File: src/rtl/riscv_pkg.sv
// riscv_pkg: constants and types shared by the RV64 pipeline stages.
//   XLEN_DEFAULT : default datapath / address width
//   NOP_INSTR    : canonical NOP (addi x0, x0, 0), used for pipeline bubbles
//   OPC_*        : major opcode encodings used by decode and control
//   if_state_t   : instruction-fetch FSM state encoding
package riscv_pkg;

    localparam int          XLEN_DEFAULT = 64;
    localparam logic [31:0] NOP_INSTR    = 32'h0000_0013;

    localparam logic [6:0]  OPC_RTYPE    = 7'b0110011;
    localparam logic [6:0]  OPC_LOAD     = 7'b0000011;
    localparam logic [6:0]  OPC_STORE    = 7'b0100011;
    localparam logic [6:0]  OPC_BRANCH   = 7'b1100011;

    typedef enum logic [1:0] {
        ST_FETCH = 2'd0,  // request on the bus, waiting for acceptance
        ST_WAIT  = 2'd1,  // request accepted, waiting for the response
        ST_HOLD  = 2'd2   // response buffered while decode is stalled
    } if_state_t;

endpackage

File: src/rtl/if_id_reg.sv
// if_id_reg: IF/ID pipeline register with rs1/rs2 extraction.
//   i_clk, i_rst          : clock, synchronous active-high reset
//   i_flush               : force a bubble (highest priority)
//   i_stall               : hold current contents
//   i_load                : load i_pc / i_instr as a valid instruction
//   i_pc, i_instr         : incoming instruction and its PC
//   o_valid, o_pc, o_instr: registered IF/ID contents
//   o_rs1, o_rs2          : source register fields of o_instr
// With none of flush/stall/load asserted the register takes a bubble.
module if_id_reg
    import riscv_pkg::*;
#(
    parameter int XLEN = XLEN_DEFAULT
) (
    input  logic            i_clk,
    input  logic            i_rst,
    input  logic            i_flush,
    input  logic            i_stall,
    input  logic            i_load,
    input  logic [XLEN-1:0] i_pc,
    input  logic [31:0]     i_instr,
    output logic            o_valid,
    output logic [XLEN-1:0] o_pc,
    output logic [31:0]     o_instr,
    output logic [4:0]      o_rs1,
    output logic [4:0]      o_rs2
);

    always_ff @(posedge i_clk) begin
        if (i_rst || i_flush) begin
            o_valid <= 1'b0;
            o_pc    <= '0;
            o_instr <= NOP_INSTR;
        end else if (i_stall) begin
            o_valid <= o_valid;
            o_pc    <= o_pc;
            o_instr <= o_instr;
        end else if (i_load) begin
            o_valid <= 1'b1;
            o_pc    <= i_pc;
            o_instr <= i_instr;
        end else begin
            o_valid <= 1'b0;
            o_pc    <= '0;
            o_instr <= NOP_INSTR;
        end
    end

    // Taken from the registered word so a bubble (NOP) yields x0/x0.
    assign o_rs1 = o_instr[19:15];
    assign o_rs2 = o_instr[24:20];

endmodule

File: src/rtl/if_stage.sv
// if_stage: instruction-fetch stage. Owns the PC, fetches over a
// valid/ready request channel with a separate response strobe, and
// loads the IF/ID register.
//   i_clk, i_rst             : clock, synchronous active-high reset
//   i_pc_write, i_if_id_write: hazard-unit enables, 0 = stall
//   i_branch_taken/_target   : redirect + flush from EX/MEM
//   o_imem_req/_addr         : fetch request (word aligned address)
//   i_imem_ready             : request accepted when o_imem_req is also 1
//   i_imem_rvalid/_rdata     : response strobe and instruction word
//   o_if_id_*                : IF/ID contents and rs1/rs2 fields
//   o_dbg_state              : current fetch FSM state
// Handshake: a request transfers on a rising edge where o_imem_req and
// i_imem_ready are both 1; exactly one i_imem_rvalid pulse follows, at
// least one cycle later. Only one request is ever outstanding.
module if_stage
    import riscv_pkg::*;
#(
    parameter int              XLEN     = XLEN_DEFAULT,
    parameter logic [XLEN-1:0] RESET_PC = '0
) (
    input  logic            i_clk,
    input  logic            i_rst,
    input  logic            i_pc_write,
    input  logic            i_if_id_write,
    input  logic            i_branch_taken,
    input  logic [XLEN-1:0] i_branch_target,
    output logic            o_imem_req,
    output logic [XLEN-1:0] o_imem_addr,
    input  logic            i_imem_ready,
    input  logic            i_imem_rvalid,
    input  logic [31:0]     i_imem_rdata,
    output logic            o_if_id_valid,
    output logic [XLEN-1:0] o_if_id_pc,
    output logic [31:0]     o_if_id_instr,
    output logic [4:0]      o_if_id_rs1,
    output logic [4:0]      o_if_id_rs2,
    output logic [1:0]      o_dbg_state
);

    if_state_t       state_q;
    logic [XLEN-1:0] pc_q;
    logic            kill_q;   // outstanding response belongs to a flushed path
    logic [31:0]     buf_q;    // response parked while decode is stalled

    logic        stall;
    logic        flush;
    logic        handoff;
    logic [31:0] handoff_instr;

    assign stall = !i_pc_write || !i_if_id_write;
    assign flush = i_branch_taken;

    assign o_imem_req  = (state_q == ST_FETCH) && !i_rst;
    assign o_imem_addr = {pc_q[XLEN-1:2], 2'b00};
    assign o_dbg_state = state_q;

    always_comb begin
        handoff       = 1'b0;
        handoff_instr = i_imem_rdata;
        case (state_q)
            ST_WAIT: handoff = i_imem_rvalid && !kill_q && !flush && !stall;
            ST_HOLD: begin
                handoff       = !flush && !stall;
                handoff_instr = buf_q;
            end
            default: ;
        endcase
    end

    always_ff @(posedge i_clk) begin
        if (i_rst) begin
            state_q <= ST_FETCH;
            pc_q    <= RESET_PC;
            kill_q  <= 1'b0;
            buf_q   <= '0;
        end else begin
            case (state_q)
                ST_FETCH: begin
                    if (i_imem_ready) begin
                        state_q <= ST_WAIT;
                        // Redirect in the acceptance cycle: the response
                        // already in flight is for the old path.
                        kill_q  <= flush;
                    end
                    if (flush) pc_q <= i_branch_target;
                end
                ST_WAIT: begin
                    if (i_imem_rvalid) begin
                        kill_q <= 1'b0;
                        if (flush) begin
                            pc_q    <= i_branch_target;
                            state_q <= ST_FETCH;
                        end else if (kill_q) begin
                            state_q <= ST_FETCH;
                        end else if (!stall) begin
                            pc_q    <= pc_q + XLEN'(4);
                            state_q <= ST_FETCH;
                        end else begin
                            buf_q   <= i_imem_rdata;
                            state_q <= ST_HOLD;
                        end
                    end else if (flush) begin
                        kill_q <= 1'b1;
                        pc_q   <= i_branch_target;
                    end
                end
                ST_HOLD: begin
                    if (flush) begin
                        buf_q   <= '0;
                        pc_q    <= i_branch_target;
                        state_q <= ST_FETCH;
                    end else if (!stall) begin
                        pc_q    <= pc_q + XLEN'(4);
                        state_q <= ST_FETCH;
                    end
                end
                default: state_q <= ST_FETCH;
            endcase
        end
    end

    if_id_reg #(.XLEN(XLEN)) u_if_id_reg (
        .i_clk   (i_clk),
        .i_rst   (i_rst),
        .i_flush (flush),
        .i_stall (stall),
        .i_load  (handoff),
        .i_pc    (pc_q),
        .i_instr (handoff_instr),
        .o_valid (o_if_id_valid),
        .o_pc    (o_if_id_pc),
        .o_instr (o_if_id_instr),
        .o_rs1   (o_if_id_rs1),
        .o_rs2   (o_if_id_rs2)
    );

endmodule

File: config.mk
export PLATFORM = sky130hd
export DESIGN_NAME = if_stage
export DESIGN_NICKNAME = d
export VERILOG_FILES = /design/src/rtl/riscv_pkg.sv /design/src/rtl/if_id_reg.sv /design/src/rtl/if_stage.sv
export SDC_FILE = /design/constraint.sdc
export NUM_CORES = 1
export LEC_CHECK = 0
export CAP_MARGIN = 30
export CORE_AREA = 2 2 153 155
export DETAILED_ROUTE_END_ITERATION = 8
export DIE_AREA = 0 0 155 157
export GPL_ROUTABILITY_DRIVEN = 0
export PLACE_DENSITY = 0.87
export SLEW_MARGIN = 10
export SYNTH_ARGS = -nofsm -noshare
export SYNTH_HDL_FRONTEND = slang
export SYNTH_HIERARCHICAL = 1
export SYNTH_SLANG_ARGS = --single-unit
File: constraint.sdc
create_clock -name i_clk -period 2.83 [get_ports i_clk]
set_input_delay 0.566 -clock i_clk [delete_from_list [all_inputs] [get_ports i_clk]]
set_output_delay 0.566 -clock i_clk [all_outputs]
set_load 0.01 [all_outputs]
==> reports/qor.csv <==
metric,value,unit
Synth Cell Area,11100,µm²
MaxCap Viol Count,0,
insertion delay to the later sink of the worst-skew pair,0.45,ns
initial detailed-routing violation count,1591,
number of H-tree levels,4,
Layout fillers,1831,
Synth top area share,0.353,
Clock Sinks,196,
Synth area leader,dfxtp_1,
I/O pin count,277,
worst slew pin tran,0.774,ns
Root Buffer,clkbuf_16,
setup bufs post-CTS,0,
critical path startpoint,pc_q[27]$_SDFFE_PP0P_,
Layout Area Growth over Synthesis,31.5,%
"CP delay by family, top",simple AND/OR/NAND/NOR gates,
"critical path, cell by cell",nand3_1 > nor4_1 > nand2_1 > nor4_1 > nor4b_1 > nor4_1,
largest family of logic cells by synthesized area,simple AND/OR/NAND/NOR gates,
Final ANT Viol Nets,0,
proportion of synthesized area in mux cells,0.0112,
warnings from Yosys,6,
WL per Instance,19.4,µm
Clock Skews,0.0134,ns
xor/xnor share of the synthesized area,0.00237,
first-pass GRT wire length,58700,µm
drc violations,0,
Worst Hold Depth,2,
Reg area,3920,µm²
RSZ-0062 raised after global routing,false,
cell mode on critical path,nor4_1,
adder-cell area share of the yosys netlist,0.00563,
#FFs+latches synth,196,
Crit-path slowest cell,dfxtp_1,
Die Width,155,µm
Final nets,1753,
CTS tree,done,
Simple-Gate Fraction of Synth Area,0.302,
setup TNS,0,ns
WP depth,6,
final number of hold-violating endpoints,0,
Setup CP Type,flop to flop,
Die H,157,µm
WL final,37700,µm
Hold Path Class,input pin to flop,
Avg Vias per Cell,6.16,
ratio of cells with drive above 1 in the final layout,0.136,
reg2reg start,pc_q[27]$_SDFFE_PP0P_,
post-synthesis average cell area,7.73,µm²
Post-DP Area,14000,µm²
P per Cell Area,458,nW/µm²
Final period util,0.915,
leakage,0.00503,µW
reg2reg setup slack,0.24,ns
First-pass DRT Iterations,8,
CTS Hold Bufs,0,
WP buf/inv,0,
"EDFF count, synth",0,
ys async rst share,0,
max incr delay on CP,0.55,ns
Post-synth top flop,dfxtp_1,
"Setup violations, final",0,
CTS-repair resized insts,0,
Multi-input gate area,6130,µm²
Worst R2R End,pc_q[58]$_SDFFE_PP0P_,
crit path max fanout,10,
Final Slew Violations,0,
crit end category,flop,
Synth Area in Compound Gates,0.226,
VDD IR max,0.000384,V
GR Util All Layers,0.298,
Initial Util,0.493,
Overflow after GRT,0,
via count,12000,
CP Launch Type,flop,
status,"complete, no violations",
die area,24300,µm²
sequential cell area fraction in the yosys report,0.353,
post-layout min period,2.59,ns
TritonCTS Buffers,17,
relative slew slack,0.479,
worst r2r path cells,6,
Core Area,22500,µm²
Max Clock Freq,0.386,GHz
Worst Path Arrival,2.93,ns
largest cells by area after synthesis,"dfxtp_1 35%, nand2_1 7.3%, nand3b_1 6.4%, a21oi_1 5.9%, buf_4 5.1%",
vias in the first global route,11300,
crit path to,pc_q[58]$_SDFFE_PP0P_,
initial antenna violation count,3,
critical path required time,3.17,ns
Rows,55,
clock-pin slew on the worst setup and hold paths,0.08,ns
largest net degree at the start of global routing,81,
fin area,14600,µm²
Bufs on Longest Clock Path,2,
hpwl dp,26400,µm
Post-Synthesis Cells,1437,
IO Port Bufs,274,
Yosys cell types,76,
## sequential cells by signal, indices dropped and copies added (netlist names)
signal	flops
u_if_id_reg/o_instr	32
kill_q	1
o_dbg_state	2
u_if_id_reg/o_valid	1
buf_q	32
pc_q	64
u_if_id_reg/o_pc	64
## power breakdown
part / internal [µW] / leakage (µW) / switching [µW]
clock network: 1200 / 0.000287 / 1300
registers: 2840 / 0.00159 / 110
logic: 565 / 0.00315 / 668
total: 4610 / 0.00502 / 2080
## through the flow
stage	setup WS (ns)	utilization	power [µW]	std cells	hold WS, ns
floorplan	0.261	-	3680	1438	0.436
global placement	0.143	0.622	4180	1911	0.439
detailed placement	0.0341	0.622	4200	1911	0.451
CTS	0.272	0.648	6650	1943	0.356
global route	0.0769	0.649	6890	1945	0.378
finish	0.239	0.649	6680	1945	0.354
## per-layer routing
layer,wire length [µm],GRT usage,vias up
li1,-,-,5439
met1,14400,0.371,5543
met2,17200,0.481,815
met3,4490,0.0859,178
met4,1560,0.131,2
met5,11,0,-
## final cells by class
cell class              count  share of cell area
multi-input cells        1044               0.420
flip-flops and latches    196               0.269
repair buffers            371               0.241
clock buffers              17              0.0291
well taps                 285              0.0244
clock inverters            15              0.0123
inverters                  15             0.00386
diodes                      2            0.000343
## cell usage after synthesis, types with 9 or more instances
library cell and instances:
nand3_1 36, buf_2 12, nand4_1 20, buf_1 10, mux2i_1 9, dfxtp_1 196
buf_4 76, a21oi_2 61, nand3b_1 94, nor4_1 15, clkbuf_1 77, a22oi_1 12
a21oi_1 132, and4_1 10, nor3_1 26, and3_1 20, a31oi_1 9, nand2b_1 38
o21ai_0 66, nand2_1 215, a211oi_1 12, inv_1 15, and2_1 10, nor2_1 116
## worst reg2reg max path, cell delays in order, from the launching register on
cell     delay, ns
dfxtp_1       0.55
nand3_1       0.28
nor4_1        0.55
nand2_1       0.27
nor4_1        0.47
nor4b_1       0.11
nor4_1        0.26
## layout by cell type, fill, tap and decap left out, types with 5 or more instances in the layout
| cell type | count |
|---|---|
| a211oi_1 | 12 |
| a21oi_1 | 132 |
| a21oi_2 | 61 |
| a221oi_1 | 5 |
| a22oi_1 | 12 |
| a311oi_1 | 6 |
| a31o_2 | 6 |
| a31oi_1 | 9 |
| a41oi_1 | 5 |
| and2_1 | 10 |
| and3_1 | 20 |
| and4_1 | 10 |
| buf_12 | 5 |
| buf_4 | 92 |
| clkbuf_16 | 17 |
| clkdlybuf4s50_1 | 272 |
| clkinv_8 | 5 |
| dfxtp_1 | 196 |
| inv_1 | 15 |
| inv_8 | 5 |
| mux2i_1 | 9 |
| nand2_1 | 214 |
| nand2b_1 | 38 |
| nand3_1 | 36 |
| nand3b_1 | 94 |
| nand4_1 | 20 |
| nor2_1 | 116 |
| nor2b_1 | 5 |
| nor3_1 | 25 |
| nor3_2 | 5 |
| nor3b_1 | 5 |
| nor4_1 | 15 |
| nor4b_1 | 5 |
| o21a_1 | 6 |
| o21ai_0 | 66 |
| o22ai_1 | 8 |
| o31a_1 | 7 |
| or3_1 | 5 |
## cell families (layout without fill, tap and decap cells)
group                      Yosys count  after routing
muxes                               12             12
and+or+nand+nor                    642            642
AOI/OAI and AO/OA                  380            380
DFF                                196            196
other                                1              4
buffers and inverters              198            418
adders and majority gates            5              5
xor gates and xnor gates             3              3
## how the worst min path moves through the flow
stage	startpoint	endpoint	slack, ns
5_1_grt	i_rst	o_dbg_state[0]$_SDFFE_PP0P_	0.38
2_1_floorplan	pc_q[0]$_SDFFE_PP0P_	pc_q[0]$_SDFFE_PP0P_	0.44
4_1_cts	i_rst	o_dbg_state[0]$_SDFFE_PP0P_	0.36
3_3_place_gp	u_if_id_reg/o_pc[60]$_SDFFE_PP0N_	u_if_id_reg/o_pc[60]$_SDFFE_PP0N_	0.44
6_report	i_rst	o_dbg_state[1]$_SDFFE_PP0P_	0.35
3_5_place_dp	u_if_id_reg/o_pc[53]$_SDFFE_PP0N_	u_if_id_reg/o_pc[53]$_SDFFE_PP0N_	0.45
(Power assumes the default switching activity.)
